### src/rtl/imm_extend_unit.sv
// imm_extend_unit: pipelined immediate extender (SIGN/ZERO/UPPER/BRANCH) behind a valid/ready
// handshake with an output register plus one skid entry. Define IMM_EXT_CNT_EN to add the
// saturating cnt_total/cnt_neg output-handshake counters.
module imm_extend_unit #(
    parameter int IN_W  = 16,
    parameter int OUT_W = 32,
    parameter int TAG_W = 5,
    parameter int CNT_W = 16
) (
    input  logic             clk,
    input  logic             reset,
    input  logic             in_valid,
    output logic             in_ready,
    input  logic [IN_W-1:0]  in_imm,
    input  logic [1:0]       in_mode,
    input  logic [TAG_W-1:0] in_tag,
    output logic             out_valid,
    input  logic             out_ready,
    output logic [OUT_W-1:0] out_data,
    output logic [TAG_W-1:0] out_tag,
    output logic             out_neg
`ifdef IMM_EXT_CNT_EN
    ,
    output logic [CNT_W-1:0] cnt_total,
    output logic [CNT_W-1:0] cnt_neg
`endif
);

    localparam int E = OUT_W - IN_W;
    localparam logic [1:0] MODE_SIGN  = 2'b00;
    localparam logic [1:0] MODE_ZERO  = 2'b01;
    localparam logic [1:0] MODE_UPPER = 2'b10;

    if (OUT_W < IN_W + 2) begin : g_width_check
        $error("imm_extend_unit: OUT_W must be at least IN_W+2");
    end
    if (CNT_W < 1) begin : g_cnt_check
        $error("imm_extend_unit: CNT_W must be at least 1");
    end

    logic             out_valid_q, out_valid_d;
    logic [OUT_W-1:0] out_data_q, out_data_d;
    logic [TAG_W-1:0] out_tag_q, out_tag_d;
    logic             out_neg_q, out_neg_d;
    logic             skid_valid_q, skid_valid_d;
    logic [OUT_W-1:0] skid_data_q, skid_data_d;
    logic [TAG_W-1:0] skid_tag_q, skid_tag_d;
    logic             skid_neg_q, skid_neg_d;
    logic [OUT_W-1:0] sign_ext, ext_data;
    logic             in_fire, out_free;

    assign in_ready  = !skid_valid_q;
    assign out_valid = out_valid_q;
    assign out_data  = out_data_q;
    assign out_tag   = out_tag_q;
    assign out_neg   = out_neg_q;
    assign in_fire   = in_valid && in_ready;
    assign out_free  = !out_valid_q || out_ready;

    // Extend the incoming immediate according to its mode before it is registered
    always_comb begin
        sign_ext = {{E{in_imm[IN_W-1]}}, in_imm};
        ext_data = in_mode == MODE_SIGN  ? sign_ext :
                   in_mode == MODE_ZERO  ? {{E{1'b0}}, in_imm} :
                   in_mode == MODE_UPPER ? {in_imm, {E{1'b0}}} :
                                           {sign_ext[OUT_W-3:0], 2'b00};
    end

    // Output register refills from the skid entry first so FIFO order is kept; new items
    // land in the output register when it frees up, otherwise in the skid entry
    always_comb begin
        out_valid_d  = out_valid_q;
        out_data_d   = out_data_q;
        out_tag_d    = out_tag_q;
        out_neg_d    = out_neg_q;
        skid_valid_d = skid_valid_q;
        skid_data_d  = skid_data_q;
        skid_tag_d   = skid_tag_q;
        skid_neg_d   = skid_neg_q;
        if (out_free) begin
            if (skid_valid_q) begin
                out_valid_d  = 1'b1;
                out_data_d   = skid_data_q;
                out_tag_d    = skid_tag_q;
                out_neg_d    = skid_neg_q;
                skid_valid_d = 1'b0;
            end else if (in_fire) begin
                out_valid_d = 1'b1;
                out_data_d  = ext_data;
                out_tag_d   = in_tag;
                out_neg_d   = in_imm[IN_W-1];
            end else begin
                out_valid_d = 1'b0;
            end
        end else if (in_fire) begin
            skid_valid_d = 1'b1;
            skid_data_d  = ext_data;
            skid_tag_d   = in_tag;
            skid_neg_d   = in_imm[IN_W-1];
        end
    end

    // Pipeline state; reset empties both entries and clears the visible output
    always_ff @(posedge clk) begin
        if (reset) begin
            out_valid_q  <= 1'b0;
            out_data_q   <= '0;
            out_tag_q    <= '0;
            out_neg_q    <= 1'b0;
            skid_valid_q <= 1'b0;
            skid_data_q  <= '0;
            skid_tag_q   <= '0;
            skid_neg_q   <= 1'b0;
        end else begin
            out_valid_q  <= out_valid_d;
            out_data_q   <= out_data_d;
            out_tag_q    <= out_tag_d;
            out_neg_q    <= out_neg_d;
            skid_valid_q <= skid_valid_d;
            skid_data_q  <= skid_data_d;
            skid_tag_q   <= skid_tag_d;
            skid_neg_q   <= skid_neg_d;
        end
    end

`ifdef IMM_EXT_CNT_EN
    logic [CNT_W-1:0] cnt_total_q, cnt_total_d, cnt_neg_q, cnt_neg_d;
    logic             out_fire;

    assign out_fire  = out_valid_q && out_ready;
    assign cnt_total = cnt_total_q;
    assign cnt_neg   = cnt_neg_q;

    // Saturating counts of output handshakes, total and negative-immediate
    always_comb begin
        cnt_total_d = (out_fire && cnt_total_q != '1) ? cnt_total_q + CNT_W'(1) : cnt_total_q;
        cnt_neg_d   = (out_fire && out_neg_q && cnt_neg_q != '1) ? cnt_neg_q + CNT_W'(1) : cnt_neg_q;
    end

    // Counter state, cleared on reset
    always_ff @(posedge clk) begin
        if (reset) begin
            cnt_total_q <= '0;
            cnt_neg_q   <= '0;
        end else begin
            cnt_total_q <= cnt_total_d;
            cnt_neg_q   <= cnt_neg_d;
        end
    end
`endif

endmodule

### config.mk
export PLATFORM = sky130hd
export DESIGN_NAME = imm_extend_unit
export DESIGN_NICKNAME = d
export VERILOG_FILES = /design/src/rtl/imm_extend_unit.sv
export SDC_FILE = /design/constraint.sdc
export NUM_CORES = 1
export LEC_CHECK = 0
export CAP_MARGIN = 30
export CORE_UTILIZATION = 48
export CTS_CLUSTER_DIAMETER = 80
export CTS_CLUSTER_SIZE = 12
export DETAILED_ROUTE_END_ITERATION = 6
export PLACE_DENSITY = 0.74
export SLEW_MARGIN = 20
export SYNTH_ARGS = -nofsm -noshare
export SYNTH_HDL_FRONTEND = slang
export SYNTH_SLANG_ARGS = --single-unit
### constraint.sdc
create_clock -name clk -period 1.5 [get_ports clk]
set_input_delay 0.3 -clock clk [delete_from_list [all_inputs] [get_ports clk]]
set_output_delay 0.3 -clock clk [all_outputs]
set_load 0.01 [all_outputs]
### After elaboration in Yosys (flattened, before gate mapping)

Index checks and enable logic that the tools add are counted.

| storage, ports and cells | value |
|---|---|
| logic and storage cells | 31 |
| flip-flop bits (word level) | 78 |
| input port bits | 27 |

| cells by class | value |
|---|---|
| reduce and logical (&&, ||, !) cells | 9 |
| mux-type cells | 11 |
| equality and inequality tests | 2 |
| bitwise logic cells | 1 |

Operators with widths:

| kind | count |
|---|---|
| $mux 32 | 4 |
| $mux 31 | 1 |
| $mux 5 | 2 |
| $mux 1 | 4 |
| $reduce_and 2->1 | 2 |
| $eq 2x1->1 const B | 1 |
| $eq 2x2->1 const B | 1 |
| $logic_not 1->1 | 2 |
| $logic_not 2->1 | 1 |
| $reduce_bool 2->1 | 1 |
| $reduce_or 2->1 | 1 |
| $logic_and 1x1->1 | 1 |
| $logic_or 1x1->1 | 1 |
| $not 1->1 | 1 |

### Depth between registers and ports, before layout

Gate-level depths: netlist of run 1.

| logic depth | value |
|---|---|
| depth in word-level cells | 6 |
| depth in mapped cells | 6 |
| mapped depth without buffers | 3 |

### Worst setup path after synthesis of run 1

Ideal clock, no wire load.

| timing | value |
|---|---|
| path type | reg-to-reg |
| start | reg skid_valid_q |
| end | reg out_data_q[19] (netlist: out_data[19]) |
| period minus slack after synthesis | 1307 ps |
| cell stages (with the launch flop) | 7 |
| buffers on the path | 3 |
| data required time | 1408 ps |
| data arrival time | 1214 ps |
| slack | 193 ps |
| path through | dfxtp_1 > buf_6 > or2_1 > and2_4 > buf_6 > buf_6 > o32ai_1 |

| on the way | value |
|---|---|
| longest elaborated chain between the ends | 4 |

Ends and longest elaborated chain:

| element | RTL line | text |
|---|---|---|
| start, declared | 45 | `logic skid_valid_q, skid_valid_d;` |
| start signal, assigned | 119 | `skid_valid_q <= skid_valid_d;` |
| $logic_not 1->1 | 52 | `assign in_ready = !skid_valid_q;` |
| $logic_and 1x1->1 | 57 | `assign in_fire = in_valid && in_ready;` |
| $reduce_bool 2->1 (no source line) | -- |  |
| $reduce_and 2->1 (no source line) | -- |  |
| end signal, assigned | 116 | `out_data_q <= out_data_d;` |
| end, declared | 42 | `logic [OUT_W-1:0] out_data_q, out_data_d;` |

Several ways; a longest one is shown, not always the timed one.
A chain may end at the register's enable or synchronous reset.

### Final worst setup path of run 1

| timing | value |
|---|---|
| start | in in_mode[0] |
| end | reg out_data_q[30] (netlist: out_data[30]) |

| on the way | value |
|---|---|
| longest elaborated chain between the ends | 6 |

Ends and longest elaborated chain:

| element | RTL line | text |
|---|---|---|
| start, declared | 15 | `input logic [1:0] in_mode,` |
| $eq 2x2->1 | 65 | `in_mode == MODE_UPPER ? {in_imm, {E{1'b0}}} :` |
| $mux 31 | 65 |  |
| $mux 32 | 64 | `in_mode == MODE_ZERO ? {{E{1'b0}}, in_imm} :` |
| $mux 32 (*) | 63 | `ext_data = in_mode == MODE_SIGN ? sign_ext :` |
| $mux 32 (*) | 87 | `end else if (in_fire) begin` |
| $mux 32 (*) | 81 | `if (skid_valid_q) begin` |

Mark *: on every way between the ends. The rest lies on a longest branch, timed or not. The select of a mux whose other input is x is not followed.

==> metrics.log, run 1 <==
[metrics] result of the run: finished, violations left
[metrics] failing checks: setup timing
[metrics] total via count after detailed routing: 3,729
[metrics] via-per-instance ratio: 6.26
[metrics] CTS Sinks: 78
[metrics] # nets final: 519
[metrics] dominant delay contributor by cell family on the critical path: buffers and inverters
[metrics] Detail Placement HPWL: 6970 um
[metrics] slowest CP cell: sky130_fd_sc_hd__clkdlybuf4s50_1
[metrics] Worst-Margin Slew: 0.484 ns
[metrics] most common flop cell mapped by yosys: sky130_fd_sc_hd__dfxtp_1
[metrics] antenna diode count: 0
[metrics] first-pass GRT wire length: 16,900 um
[metrics] Crit path buffers/inverters: 3
[metrics] post-synthesis register bit count: 78
[metrics] clock transition time at the flip-flop clock pins of the worst setup and hold paths: 0.08 ns
[metrics] Remaining DRCs: 0
[metrics] global router's overall resource usage: 28.2%
[metrics] Detailed Routing Iterations Pass 1: 6
[metrics] number of top-level pins: 67
[metrics] instance count of the mapped netlist: 421
[metrics] total power per unit cell area: 973 nW/um2
[metrics] final setup fails: 1
[metrics] floorplan die width: 89.3 um
[metrics] hold buffer count at cts: 0
[metrics] maximum cell stage delay along the critical path: 0.48 ns
[metrics] average instance area after synthesis: 8.68 um2
[metrics] Crit Path Max Fanout: 10
[metrics] cell at the root of the clock tree: sky130_fd_sc_hd__clkbuf_8
[metrics] Max-Slew Margin vs Limit: 67.7%
[metrics] antenna violations before repair: 0
[metrics] die boundary height: 89.3 um
[metrics] DIE AREA: 7970 um2
[metrics] number of distinct standard cells referenced by the synthesized netlist: 33
[metrics] maximum number of pins on one net before global-route repair: 65
[metrics] cell area after synthesis: 3660 um2
[metrics] share of synthesized registers carrying an async set or reset: 0%
[metrics] Design Power: 4.68 mW
[metrics] number of buffers on the longest clock path: 2
[metrics] post-route ant nets: 0
[metrics] CP arrival: 1.75 ns
[metrics] most prevalent standard cell on the critical path: sky130_fd_sc_hd__buf_4
[metrics] CP required: 1.73 ns
[metrics] CTS buffer count: 9
[metrics] nature of the critical path endpoint: flip-flop
[metrics] weighted congestion at the end of routability-driven global placement: 0.882
[metrics] EDFF count, synth: 0
[metrics] num rows: 31
[metrics] Pins Over Slew Limit: 0
[metrics] fraction of the yosys area taken by sequential cells: 42.7%
[metrics] IO buf count: 66
[metrics] Final Hold Violating Endpoints: 0
[metrics] Routed wire per std cell: 18.1 um
[metrics] Fin Clk Skew: 0.00548 ns
[metrics] post-detailed-routing wire length: 10,800 um
[metrics] CTS tree: built
[metrics] leakage component of the power: 1.80 nW
[metrics] top-count cell post-synth: sky130_fd_sc_hd__dfxtp_1
[metrics] area share of the largest cell type after synthesis: 42.7%
[metrics] ordered list of cells on the worst path: clkdlybuf4s50_1 -> buf_4 -> xnor2_2 -> buf_4 -> a221oi_2 -> o32ai_1
[metrics] placeable core region: 7290 um2
[metrics] highest achievable clock rate: 658 MHz
[metrics] clock period minus final worst setup slack: 1.52 ns
[metrics] synthesis warning total: 0
[metrics] kind of start point of the critical path: input pin
[metrics] Fin Hold WS: 0.459 ns
[metrics] cell type contributing the most total cell area after synthesis: sky130_fd_sc_hd__dfxtp_1
[metrics] Post-Syn Nets: 448
[metrics] share of layout cells above drive strength 1: 15.9%
[metrics] type of the worst setup path: input pin to flip-flop
[metrics] overflow left after global routing: 0
[metrics] list of most frequent post-synthesis cells: 78 x sky130_fd_sc_hd__dfxtp_1, 51 x sky130_fd_sc_hd__a21oi_1, 36 x sky130_fd_sc_hd__a211oi_1
[metrics] vias in the first global route: 3,293
[metrics] maximum vdd drop: 0.547 mV
[metrics] clock latency on the worst-skew pair: 0.35 ns
[metrics] Hold Crit Class: flip-flop to flip-flop
[metrics] number of DRC markers after the initial detailed-route iteration: 370
[metrics] top post-synthesis cells by area: sky130_fd_sc_hd__dfxtp_1 43%, sky130_fd_sc_hd__a211oi_1 7.4%, sky130_fd_sc_hd__a21oi_1 7.0%, sky130_fd_sc_hd__o2111ai_1 6.7%, sky130_fd_sc_hd__o32ai_1 6.5%
[metrics] Final period util: 101%
[metrics] CTS H-Tree Depth: 3
[metrics] initial cell density of the core: 50.1%
[metrics] area growth from synthesis to final layout: 31.5%
[metrics] PnR worst setup slack: -0.0204 ns
[metrics] Max-cap violations: 0
[cell families (layout without fill, tap and decap cells)]
logic type                Yosys count  after routing  share of synthesized area [%]
AOI/OAI and AO/OA                 176            176                           34.4
xor gates and xnor gates            1              1                          0.240
buffers and inverters              82            158                           9.89
DFF                                78             78                           42.7
muxes                               7              7                           1.95
and+or+nand+nor                    77             77                           10.8
[metal layers]
metal	vias to the layer above	wire [um]	track usage [%]
li1	1738	-	-
met2	179	4990	42.8
met3	19	777	6.56
met1	1793	4880	40.0
met4	0	127	8.37
met5	-	0	0
[final timing paths]
check | endpoint | slack (ns) | cells after the start | from
setup reg to reg | out_data[16]$_SDFFE_PP0P_ | 0.12 | 3 | skid_valid_q$_SDFFE_PP0P_
hold reg to reg | skid_tag_q[3]$_SDFFE_PP0P_ | 0.46 | 2 | skid_tag_q[3]$_SDFFE_PP0P_
setup / recovery | out_data[30]$_SDFFE_PP0P_ | -0.02 | 6 | in_mode[0]
hold / removal | skid_tag_q[3]$_SDFFE_PP0P_ | 0.46 | 2 | skid_tag_q[3]$_SDFFE_PP0P_
[tightest hold or removal path, stage by stage (launching register included)]
cell	delay, ns
sky130_fd_sc_hd__dfxtp_1	0.32
sky130_fd_sc_hd__nand2_1	0.05
sky130_fd_sc_hd__a21oi_1	0.05
[cell usage in the layout (no fill, tap or decap), types with 3 or more instances in the layout]
cell	count
sky130_fd_sc_hd__nor3_1	15
sky130_fd_sc_hd__dfxtp_1	77
sky130_fd_sc_hd__clkbuf_8	9
sky130_fd_sc_hd__o32ai_1	27
sky130_fd_sc_hd__clkdlybuf4s50_1	24
sky130_fd_sc_hd__a221oi_1	9
sky130_fd_sc_hd__a221oi_2	5
sky130_fd_sc_hd__clkinv_2	4
sky130_fd_sc_hd__nor2b_1	15
sky130_fd_sc_hd__o21ai_0	14
sky130_fd_sc_hd__dlygate4sd2_1	40
sky130_fd_sc_hd__inv_1	30
sky130_fd_sc_hd__nand2_1	19
sky130_fd_sc_hd__a211oi_1	33
sky130_fd_sc_hd__buf_4	39
sky130_fd_sc_hd__buf_12	6
sky130_fd_sc_hd__a211oi_2	3
sky130_fd_sc_hd__o2111ai_1	28
sky130_fd_sc_hd__mux2i_1	6
sky130_fd_sc_hd__a21oi_1	51
sky130_fd_sc_hd__nor2_1	15
[per-stage QoR]
stage	setup WS [ns]	std cells	utilization [%]	setup TNS, ns	cell area, um2
6_report	-0.0204	596	65.9	-0.0204	4810
5_1_grt	-0.0141	596	65.9	-0.0282	4810
4_1_cts	0.00245	595	65.1	0	4750
3_5_place_dp	-0.376	579	63.1	-19.09	4600
3_3_place_gp	-0.354	579	63.1	-16.79	4600
2_1_floorplan	0.193	421	-	0	3660
[registers in the layout (all words and copies together), names as in the netlist]
signal        count
out_data         32
out_neg           1
out_tag           5
out_valid         1
skid_data_q      32
skid_neg_q        1
skid_tag_q        5
skid_valid_q      1
[area by class of cell]
class	instances	area (um2)
clock buffer	9	124
clock inverter	7	65.1
fill	658	2480
inverter	30	113
multi-input combinational	261	1790
sequential	78	1560
tap	99	124
timing repair buffer	112	1030
[power by group]
part           leakage [nW]  internal (mW)  switching, mW
Combinational          1.07          0.404          0.477
Clock                0.0948          0.757          0.797
Sequential            0.638           2.18         0.0594
[timing repair]
item,in CTS,in global routing
endpoints found under the setup margin,41,22
pin swaps,0,0
gates resized for setup,42,11
setup buffers,0,1
Note: power is estimated with default switching activity, not from simulation.
==> inputs of run 2 (changes only) <==
- GPL_ROUTABILITY_DRIVEN: unset -> 0
==> results of run 2 <==
The final DEF is identical to that of run 1; final timing and power are the same.
